<file path="src/rtl/game_pkg.sv">
// Shared definitions for the grid game: board geometry, start positions,
// turn-controller state encoding and result codes.
package game_pkg;

    localparam int GRID_MAX = 11;
    localparam int P0_START_X = 3;
    localparam int P0_START_Y = 3;
    localparam int P1_START_X = 9;
    localparam int P1_START_Y = 9;

    typedef enum logic [2:0] {
        ST_IDLE   = 3'd0,
        ST_WAIT   = 3'd1,
        ST_APPLY  = 3'd2,
        ST_REJECT = 3'd3,
        ST_SETTLE = 3'd4,
        ST_OVER   = 3'd5
    } state_e;

    typedef enum logic [1:0] {
        WIN_NONE = 2'b00,
        WIN_P0   = 2'b01,
        WIN_P1   = 2'b10,
        WIN_DRAW = 2'b11
    } winner_e;

    // Magnitude of a 5-bit two's complement value; -16 maps to 16 so it
    // can never pass a magnitude limit below 16.
    function automatic logic [5:0] abs5(input logic signed [4:0] v);
        logic signed [5:0] w;
        w = {v[4], v};
        return w[5] ? 6'(-w) : 6'(w);
    endfunction

endpackage

</file>
<file path="src/rtl/move_check.sv">
// Combinational legality check for one requested move: both axis
// magnitudes within MAX_MAG and not the null move.
module move_check
    import game_pkg::*;
#(
    parameter int MAX_MAG = 3
) (
    input  logic [4:0] x_i,
    input  logic [4:0] y_i,
    output logic       legal_o
);

    logic [5:0] ax;
    logic [5:0] ay;
    logic       in_range;
    logic       is_null;

    assign ax       = abs5(x_i);
    assign ay       = abs5(y_i);
    assign in_range = (ax <= 6'(MAX_MAG)) && (ay <= 6'(MAX_MAG));
    assign is_null  = (x_i == 5'd0) && (y_i == 5'd0);
    assign legal_o  = in_range && !is_null;

endmodule

</file>
<file path="src/rtl/turn_controller.sv">
// Two-player turn scheduler: validates moves, drives the shared move bus
// and point enables, alternates turns and latches capture/draw results.
module turn_controller
    import game_pkg::*;
#(
    parameter int MAX_TURNS = 20,
    parameter int MAX_MAG   = 3
) (
    input  logic       clk,
    input  logic       rst,
    input  logic       start,
    input  logic [1:0] move_valid,
    input  logic [4:0] x_req0,
    input  logic [4:0] y_req0,
    input  logic [4:0] x_req1,
    input  logic [4:0] y_req1,
    input  logic [4:0] x0,
    input  logic [4:0] y0,
    input  logic [4:0] x1,
    input  logic [4:0] y1,
    output logic [4:0] mv_x,
    output logic [4:0] mv_y,
    output logic       en0,
    output logic       en1,
    output logic [1:0] move_ack,
    output logic       move_err,
    output logic       turn,
    output logic [5:0] turn_count,
    output logic       game_over,
    output logic [1:0] winner
);

    state_e     state_q, state_d;
    logic [4:0] mv_x_q, mv_x_d;
    logic [4:0] mv_y_q, mv_y_d;
    logic       en0_q, en0_d;
    logic       en1_q, en1_d;
    logic [1:0] ack_q, ack_d;
    logic       err_q, err_d;
    logic       turn_q, turn_d;
    logic [5:0] cnt_q, cnt_d;
    logic       over_q, over_d;
    winner_e    win_q, win_d;

    logic [4:0] req_x;
    logic [4:0] req_y;
    logic       req_vld;
    logic       req_legal;
    logic       capture;
    logic [5:0] cnt_inc;

    // Only the player whose turn it is gets looked at; the other request is ignored.
    assign req_x   = turn_q ? x_req1 : x_req0;
    assign req_y   = turn_q ? y_req1 : y_req0;
    assign req_vld = turn_q ? move_valid[1] : move_valid[0];

    move_check #(
        .MAX_MAG (MAX_MAG)
    ) u_move_check (
        .x_i     (req_x),
        .y_i     (req_y),
        .legal_o (req_legal)
    );

    assign capture = (x0 == x1) && (y0 == y1);
    assign cnt_inc = cnt_q + 6'd1;

    always_ff @(posedge clk or negedge rst) begin
        if (!rst) begin
            state_q <= ST_IDLE;
            mv_x_q  <= '0;
            mv_y_q  <= '0;
            en0_q   <= 1'b0;
            en1_q   <= 1'b0;
            ack_q   <= '0;
            err_q   <= 1'b0;
            turn_q  <= 1'b0;
            cnt_q   <= '0;
            over_q  <= 1'b0;
            win_q   <= WIN_NONE;
        end else begin
            state_q <= state_d;
            mv_x_q  <= mv_x_d;
            mv_y_q  <= mv_y_d;
            en0_q   <= en0_d;
            en1_q   <= en1_d;
            ack_q   <= ack_d;
            err_q   <= err_d;
            turn_q  <= turn_d;
            cnt_q   <= cnt_d;
            over_q  <= over_d;
            win_q   <= win_d;
        end
    end

    always_comb begin
        state_d = state_q;
        mv_x_d  = mv_x_q;
        mv_y_d  = mv_y_q;
        en0_d   = 1'b0;
        en1_d   = 1'b0;
        ack_d   = '0;
        err_d   = 1'b0;
        turn_d  = turn_q;
        cnt_d   = cnt_q;
        over_d  = over_q;
        win_d   = win_q;

        case (state_q)
            ST_IDLE: begin
                if (start) begin
                    state_d = ST_WAIT;
                    turn_d  = 1'b0;
                    cnt_d   = '0;
                end
            end
            // Enable and ack are registered here so they are high for the
            // whole APPLY/REJECT cycle that follows.
            ST_WAIT: begin
                if (req_vld) begin
                    ack_d = turn_q ? 2'b10 : 2'b01;
                    if (req_legal) begin
                        state_d = ST_APPLY;
                        mv_x_d  = req_x;
                        mv_y_d  = req_y;
                        en0_d   = ~turn_q;
                        en1_d   = turn_q;
                    end else begin
                        state_d = ST_REJECT;
                        err_d   = 1'b1;
                    end
                end
            end
            ST_APPLY: begin
                state_d = ST_SETTLE;
            end
            ST_REJECT: begin
                state_d = ST_WAIT;
            end
            ST_SETTLE: begin
                cnt_d = cnt_inc;
                if (capture) begin
                    win_d   = turn_q ? WIN_P1 : WIN_P0;
                    over_d  = 1'b1;
                    state_d = ST_OVER;
                end else if (cnt_inc == 6'(MAX_TURNS)) begin
                    win_d   = WIN_DRAW;
                    over_d  = 1'b1;
                    state_d = ST_OVER;
                end else begin
                    turn_d  = ~turn_q;
                    state_d = ST_WAIT;
                end
            end
            ST_OVER: begin
                state_d = ST_OVER;
            end
            default: begin
                state_d = ST_IDLE;
            end
        endcase
    end

    assign mv_x       = mv_x_q;
    assign mv_y       = mv_y_q;
    assign en0        = en0_q;
    assign en1        = en1_q;
    assign move_ack   = ack_q;
    assign move_err   = err_q;
    assign turn       = turn_q;
    assign turn_count = cnt_q;
    assign game_over  = over_q;
    assign winner     = win_q;

endmodule

</file>
<file path="config.mk">
export PLATFORM = sky130hd
export DESIGN_NAME = turn_controller
export DESIGN_NICKNAME = d
export VERILOG_FILES = /design/src/rtl/game_pkg.sv /design/src/rtl/move_check.sv /design/src/rtl/turn_controller.sv
export SDC_FILE = /design/constraint.sdc
export NUM_CORES = 1
export LEC_CHECK = 0
export CAP_MARGIN = 20
export CORE_AREA = 4 4 65 67
export CTS_CLUSTER_DIAMETER = 40
export DETAILED_ROUTE_END_ITERATION = 16
export DIE_AREA = 0 0 69 71
export GPL_ROUTABILITY_DRIVEN = 0
export PLACE_DENSITY = 0.9
export SYNTH_ARGS = -nofsm -noshare
export SYNTH_HDL_FRONTEND = slang
export SYNTH_SLANG_ARGS = --single-unit
</file>
<file path="constraint.sdc">
create_clock -name clk -period 6.7 [get_ports clk]
set_input_delay 1.34 -clock clk [delete_from_list [all_inputs] [get_ports clk]]
set_output_delay 1.34 -clock clk [all_outputs]
set_load 0.01 [all_outputs]
</file>
==> results.py, run 1 <==
metrics = {
    "run_status": {
        "status": "complete, no violations",
    },
    "setup_path": {
        "cp-start-kind": "input pin",
        "crit_fanout": 7,
        "startpoint": "y_req1[0]",
        "critPathKind": "in -> reg",
        "critPathMaxStageDelay_ns": 0.66,
        "setup.worst_path.end_class": "flip-flop",
        "worstPathArrival_ns": 4.00,
        "critPathSlowestCell": "nor4b_2",
        "path_cells": "clkdlybuf4s50_1 -> mux2i_1 -> ha_1 -> o21ai_0 -> o211ai_1 -> o221ai_1 -> nor4b_2 -> buf_4 -> mux2_2",
        "r2r_cells": 8,
        "required_ns": 6.87,
        "rrSetupSlack_ns": 3.38,
        "timing.rr.end": "mv_y[4]",
        "endpoint": "mv_y[4]",
        "timing.rr.start": "turn",
    },
    "clock_network": {
        "hold_buffers": 0,
        "cts_resized": 0,
        "cts_htree_levels": 1,
        "cts_tree": "yes",
        "cts.path.max_buffers": 2,
        "cts-root-buf": "clkbuf_8",
        "post_cts_buffers": 0,
        "cts.sinks": 28,
        "clk_latency_ns": 0.27,
        "cts_buffers": 3,
        "path_clk_slew_ns": 0.09,
    },
    "logic_synthesis": {
        "synth-async-reset-ratio_pct": 100,
        "syn_avg_cell_area_sq_um": 10.4,
        "synthDistinctLibCells": 36,
        "synthAdderAreaFrac_pct": 2.45,
        "synth_xor_area_share_pct": 6.28,
        "synth_compound_area_share_pct": 11.7,
        "seq_area_frac_synth_pct": 45.7,
        "ys_seq_elements": 28,
        "synth-edff-count": 0,
        "yosysWarnings": 0,
        "synth_nets": 195,
        "synth_top_family_by_area": "simple AND/OR/NAND/NOR gates",
        "syn_area_sq_mm": 0.00153,
        "synth_mux_area_share_pct": 14.3,
        "ys.flop_type": "dfrtp_1",
        "syn_inst": 147,
        "yosys.area_share.simple_pct": 15.3,
    },
    "sta": {
        "tns_ns": 0,
        "slew_viol_final": 0,
        "rsz0062_at_grt": "no",
        "setup_viol": 0,
        "relSlewSlack_pct": 48.4,
        "period_minus_slack_ns": 3.83,
        "timing.hold.ws_ns": 0.485,
        "worst_pin_slew_ns": 0.775,
        "fin_skew_ns": 0.00340,
        "finalHoldViolations": 0,
        "finalWorstSetupSlack_ns": 2.87,
        "fin_crit_sh_pct": 57.1,
        "fmax_mhz": 261,
    },
    "final_layout": {
        "regArea_sq_um": 701,
        "antenna_cells": 0,
        "fill_cells": 311,
        "area_growth_pct": 52.1,
        "layout_commonest_cell": "clkdlybuf4s50_1",
        "drive_gt1_share_pct": 7.37,
        "layout_common_cells": "clkdlybuf4s50_1 (69), dfrtp_1 (28), nor2_1 (13)",
        "finalNetCount": 266,
        "multi_input_area_sq_um": 766,
    },
    "global_routing": {
        "grt_pass1_wl_microns": 6510,
        "grt.overflow.total": 0,
        "grt_usage_pct": 16.5,
        "grt_pass1_vias": 1469,
        "antenna_found_initial": 0,
        "grt_max_degree": 29,
    },
    "route": {
        "drt-pass1-iter-count": 4,
        "ant_nets": 0,
        "route.detailed.drc": 0,
        "wl_microns": 3870,
        "avgRoutedWirePerCell_microns": 14.6,
        "num_vias": 1378,
        "drtIter0Drc": 98,
        "routed_via_density": 5.20,
    },
    "place": {
        "hpwl_microns": 3090,
        "port_buffers": 69,
        "dp_slack_ns": 2.56,
    },
    "floorplan": {
        "core_sq_mm": 0.00363,
        "start_util_pct": 42.2,
        "dieArea_sq_mm": 0.00490,
        "fp.dieH_microns": 71,
        "row_count": 22,
        "io_pins": 70,
        "dieWidth_microns": 69,
    },
    "job": {
        "drv_cap": 0,
    },
    "worst_hold_path": {
        "hold_class": "reg -> reg",
    },
    "power_and_ir_drop": {
        "leakagePower_nw": 0.965,
        "p_total_mw": 0.741,
        "irDropWorstVdd_uv": 143,
        "p_per_area_mw_per_mm2": 318,
    },
}
## worst min-delay path by stage
stage | startpoint | to | slack, ns | depth (start not counted)
detailed placement | game_over | game_over | 0.47 | 2
finish | game_over | game_over | 0.48 | 2
CTS | game_over | game_over | 0.49 | 2
floorplan | game_over | game_over | 0.51 | 2
global placement | game_over | game_over | 0.46 | 2
global route | game_over | game_over | 0.51 | 2
## kinds of logic (layout without fill, tap and decap cells)
| group | Yosys count | count (layout) |
|---|---|---|
| compound gates | 28 | 28 |
| flops | 28 | 28 |
| buf+inv | 13 | 83 |
| xor+xnor | 11 | 11 |
| simple gates | 45 | 45 |
| fa+ha+maj | 3 | 3 |
| mux | 19 | 19 |
## per-layer routing
| metal | global-route usage [%] | vias up | part of all wire [%] |
|---|---|---|---|
| li1 | - | 659 | - |
| met1 | 17.5 | 662 | 38 |
| met2 | 30.4 | 49 | 54 |
| met3 | 4.40 | 8 | 6.4 |
| met4 | 7.38 | 0 | 1.6 |
| met5 | 0 | - | 0 |
## synthesized netlist by cell type (all sizes together) (2+ instances only)
library cell	number	area share, %
nand2b	2	0.82
xor2	11	6.3
nand3	5	1.6
clkbuf	2	0.49
nor4b	2	1.5
ha	3	2.4
inv	8	2.0
a31oi	2	0.82
buf	3	2.0
mux2i	11	7.2
o211ai	3	1.5
nand2	7	1.7
o21ai	10	3.3
nor3	5	1.6
and2	2	0.82
nor2	13	3.2
mux2	8	7.1
a21oi	5	1.6
or3	3	1.2
nor4	2	0.82
dfrtp	28	46
## worst max-delay path: cells and delay by family
kind	cells	cell delay (ns)
AOI/OAI and AO/OA	3	0.47
buffers and inverters	2	0.72
and+or+nand+nor	1	0.66
muxes	2	0.55
adders and majority gates	1	0.26
## stage by stage
| stage | util (%) | area, sq um | instances |
|---|---|---|---|
| finish | 64.2 | 2330 | 265 |
| global route | 64.2 | 2330 | 265 |
| CTS | 64.2 | 2330 | 265 |
| detailed placement | 62.3 | 2260 | 261 |
| global placement | 62.3 | 2260 | 261 |
| floorplan | - | 1530 | 147 |
## area by class of cell
type	instances	area share [%]
inverters	8	1.29
flip-flops and latches	28	30.0
clock buffers	3	1.77
repair buffers	71	30.2
multi-input cells	106	32.8
well taps	48	2.57
clock inverters	1	1.29
## power by group
part           internal [mW]  leakage (nW)  switching [mW]
Clock                 0.0800        0.0357          0.0523
Sequential             0.226         0.341          0.0628
Combinational          0.188         0.589           0.132
Total                  0.494         0.965           0.247
## state kept, by name (all words and copies together) (netlist names)
register,flops
winner,2
turn_count,6
en0,1
move_err,1
mv_x,5
turn,1
move_ack,2
state_q,3
en1,1
game_over,1
mv_y,5
Power figures use the tool's default switching activity.
==> inputs of run 2 (changes only) <==
--- a/config.mk
+++ b/config.mk
@@ -6,12 +6,12 @@
 export NUM_CORES = 1
 export LEC_CHECK = 0
 export CAP_MARGIN = 20
-export CORE_AREA = 4 4 65 67
+export CORE_AREA = 4 4 67 69
 export CTS_CLUSTER_DIAMETER = 40
 export DETAILED_ROUTE_END_ITERATION = 16
-export DIE_AREA = 0 0 69 71
+export DIE_AREA = 0 0 71 73
 export GPL_ROUTABILITY_DRIVEN = 0
-export PLACE_DENSITY = 0.9
+export PLACE_DENSITY = 0.86
 export SYNTH_ARGS = -nofsm -noshare
 export SYNTH_HDL_FRONTEND = slang
 export SYNTH_SLANG_ARGS = --single-unit
==> constraint.sdc (replaced) <==
create_clock -name clk -period 3.87 [get_ports clk]
set_input_delay 0.774 -clock clk [delete_from_list [all_inputs] [get_ports clk]]
set_output_delay 0.774 -clock clk [all_outputs]
set_load 0.01 [all_outputs]
==> run 2 against run 1 <==
  * Die area rose by 5.8%
  * Setup slack got worse by 2.1 ns
  * Wire length fell by 3.0%
  * Flip-flop and latch count did not move
  * Clock power rose by 17%
  * Sequential share of layout area rose by 0.36 points
  * Cell count rose by 0.38%
  * Count of clock-buffer cells in the layout did not move
  * Via count fell by 1.1%
  * Utilization fell by 5.3 points
  * Combinational power rose by 72%
  * Global-route usage fell by 1.5 points
  * Critical path type is now reg -> reg
  * Largest power group unchanged
==> results.py, run 2 (synthesis results as in run 1) <==
metrics = {
    "global_routing": {
        "antenna_found_initial": 0,
        "grt.overflow.total": 0,
        "grt_pass1_wl_microns": 6160,
        "grt_pass1_vias": 1397,
        "grt_max_degree": 29,
        "grt_usage_pct": 15.0,
    },
    "final_layout": {
        "fin_cells": 266,
        "area_growth_pct": 50.3,
        "layout_commonest_cell": "clkdlybuf4s50_1",
        "antenna_cells": 0,
        "layout_common_cells": "clkdlybuf4s50_1 (69), dfrtp_1 (28), nor2_1 (13)",
        "drive_gt1_share_pct": 6.94,
        "largest_register_ffs": 6,
        "fin_area_sq_mm": 0.00231,
        "finalNetCount": 266,
    },
    "setup_path": {
        "critPathKind": "reg -> reg",
        "crit_family": "flip-flops",
        "cp-start-kind": "flip-flop",
        "critPathSlowestCell": "dfrtp_1",
        "crit_buf_inv": 1,
        "required_ns": 4.03,
        "path_cells": "mux2i_1 -> ha_1 -> o21ai_0 -> o211ai_1 -> o221ai_1 -> nor4b_2 -> buf_4 -> mux2_4",
        "setup.worst_path.end_class": "flip-flop",
        "critPathMaxStageDelay_ns": 0.83,
        "worstPathArrival_ns": 3.22,
        "crit_fanout": 19,
    },
    "place": {
        "post_dp_cell_area_sq_mm": 0.00226,
        "dp.cells": 263,
        "port_buffers": 69,
        "hpwl_microns": 3090,
    },
    "route": {
        "ant_nets": 0,
        "num_vias": 1363,
        "wl_microns": 3750,
        "avgRoutedWirePerCell_microns": 14.1,
        "routed_via_density": 5.12,
        "drt-pass1-iter-count": 4,
        "route.detailed.drc": 0,
        "drtIter0Drc": 41,
    },
    "clock_network": {
        "cts_resized": 0,
        "hold_buffers": 0,
        "path_clk_slew_ns": 0.09,
        "cts-root-buf": "clkbuf_8",
        "cts_buffers": 3,
        "cts_htree_levels": 1,
        "clk_latency_ns": 0.27,
        "cts.path.max_buffers": 2,
        "cts_tree": "yes",
        "post_cts_buffers": 0,
        "cts.sinks": 28,
    },
    "run_status": {
        "status": "complete, no violations",
    },
    "sta": {
        "worst_pin_slew_ns": 0.735,
        "fmax_mhz": 327,
        "rsz0062_at_grt": "no",
        "tns_ns": 0,
        "setup_viol": 0,
        "slew_viol_final": 0,
        "finalHoldViolations": 0,
        "fin_skew_ns": 0.00398,
        "timing.hold.ws_ns": 0.483,
        "relSlewSlack_pct": 51.0,
        "period_minus_slack_ns": 3.06,
        "fin_crit_sh_pct": 79.0,
    },
    "floorplan": {
        "dieArea_sq_mm": 0.00518,
        "row_count": 23,
        "dieWidth_microns": 71,
        "core_sq_mm": 0.00391,
        "fp.dieH_microns": 73,
        "io_pins": 70,
        "start_util_pct": 39.2,
    },
    "worst_hold_path": {
        "hold_class": "reg -> reg",
    },
    "power_and_ir_drop": {
        "leakagePower_nw": 0.951,
        "p_total_mw": 1.20,
        "irDropWorstVdd_uv": 274,
        "p_per_area_mw_per_mm2": 521,
    },
    "job": {
        "drv_cap": 0,
    },
}
run 2: area by class of cell:
cell class	count	area, sq um
fillers	351	1610
flip-flops and latches	28	701
clock buffers	3	41.3
well taps	50	62.6
multi-input cells	106	766
inverters	8	30.0
repair buffers	71	706
run 2: worst min-delay path, cell delays in order, from the launching register on:
cell and delay, ns:
dfrtp_1 0.35, nor2_1 0.05, nand2_1 0.06
run 2: layer usage:
metal	up-vias	part of all wire (%)	GRT usage, %
met5	-	0	0
met3	4	5.7	3.44
li1	660	-	-
met4	0	0.96	4.59
met2	40	55	28.8
met1	659	39	16.1
run 2: path summary, 6_finish.rpt:
kind	from	end	slack (ns)	depth (start not counted)
worst min register to register	game_over	game_over	0.48	2
min in group asynchronous	rst	turn_count[0]	0.88	2
worst min-delay path	game_over	game_over	0.48	2
max in group asynchronous	rst	mv_x[0]	2.73	2
worst max register to register	turn	mv_y[2]	0.81	8
worst max-delay path	turn	mv_y[2]	0.81	8
run 2: where the power goes:
part | switching, mW | total, mW | internal (mW)
Combinational | 0.226 | 0.552 | 0.326
Clock | 0.0852 | 0.155 | 0.0698
Sequential | 0.103 | 0.494 | 0.391
Total | 0.414 | 1.20 | 0.787
run 2: metrics by stage:
step / setup WS [ns] / utilization, %
floorplan: 1.32 / -
global placement: 0.619 / 57.9
detailed placement: 0.547 / 57.9
CTS: 0.791 / 58.9
global route: 0.569 / 58.9
finish: 0.811 / 58.9
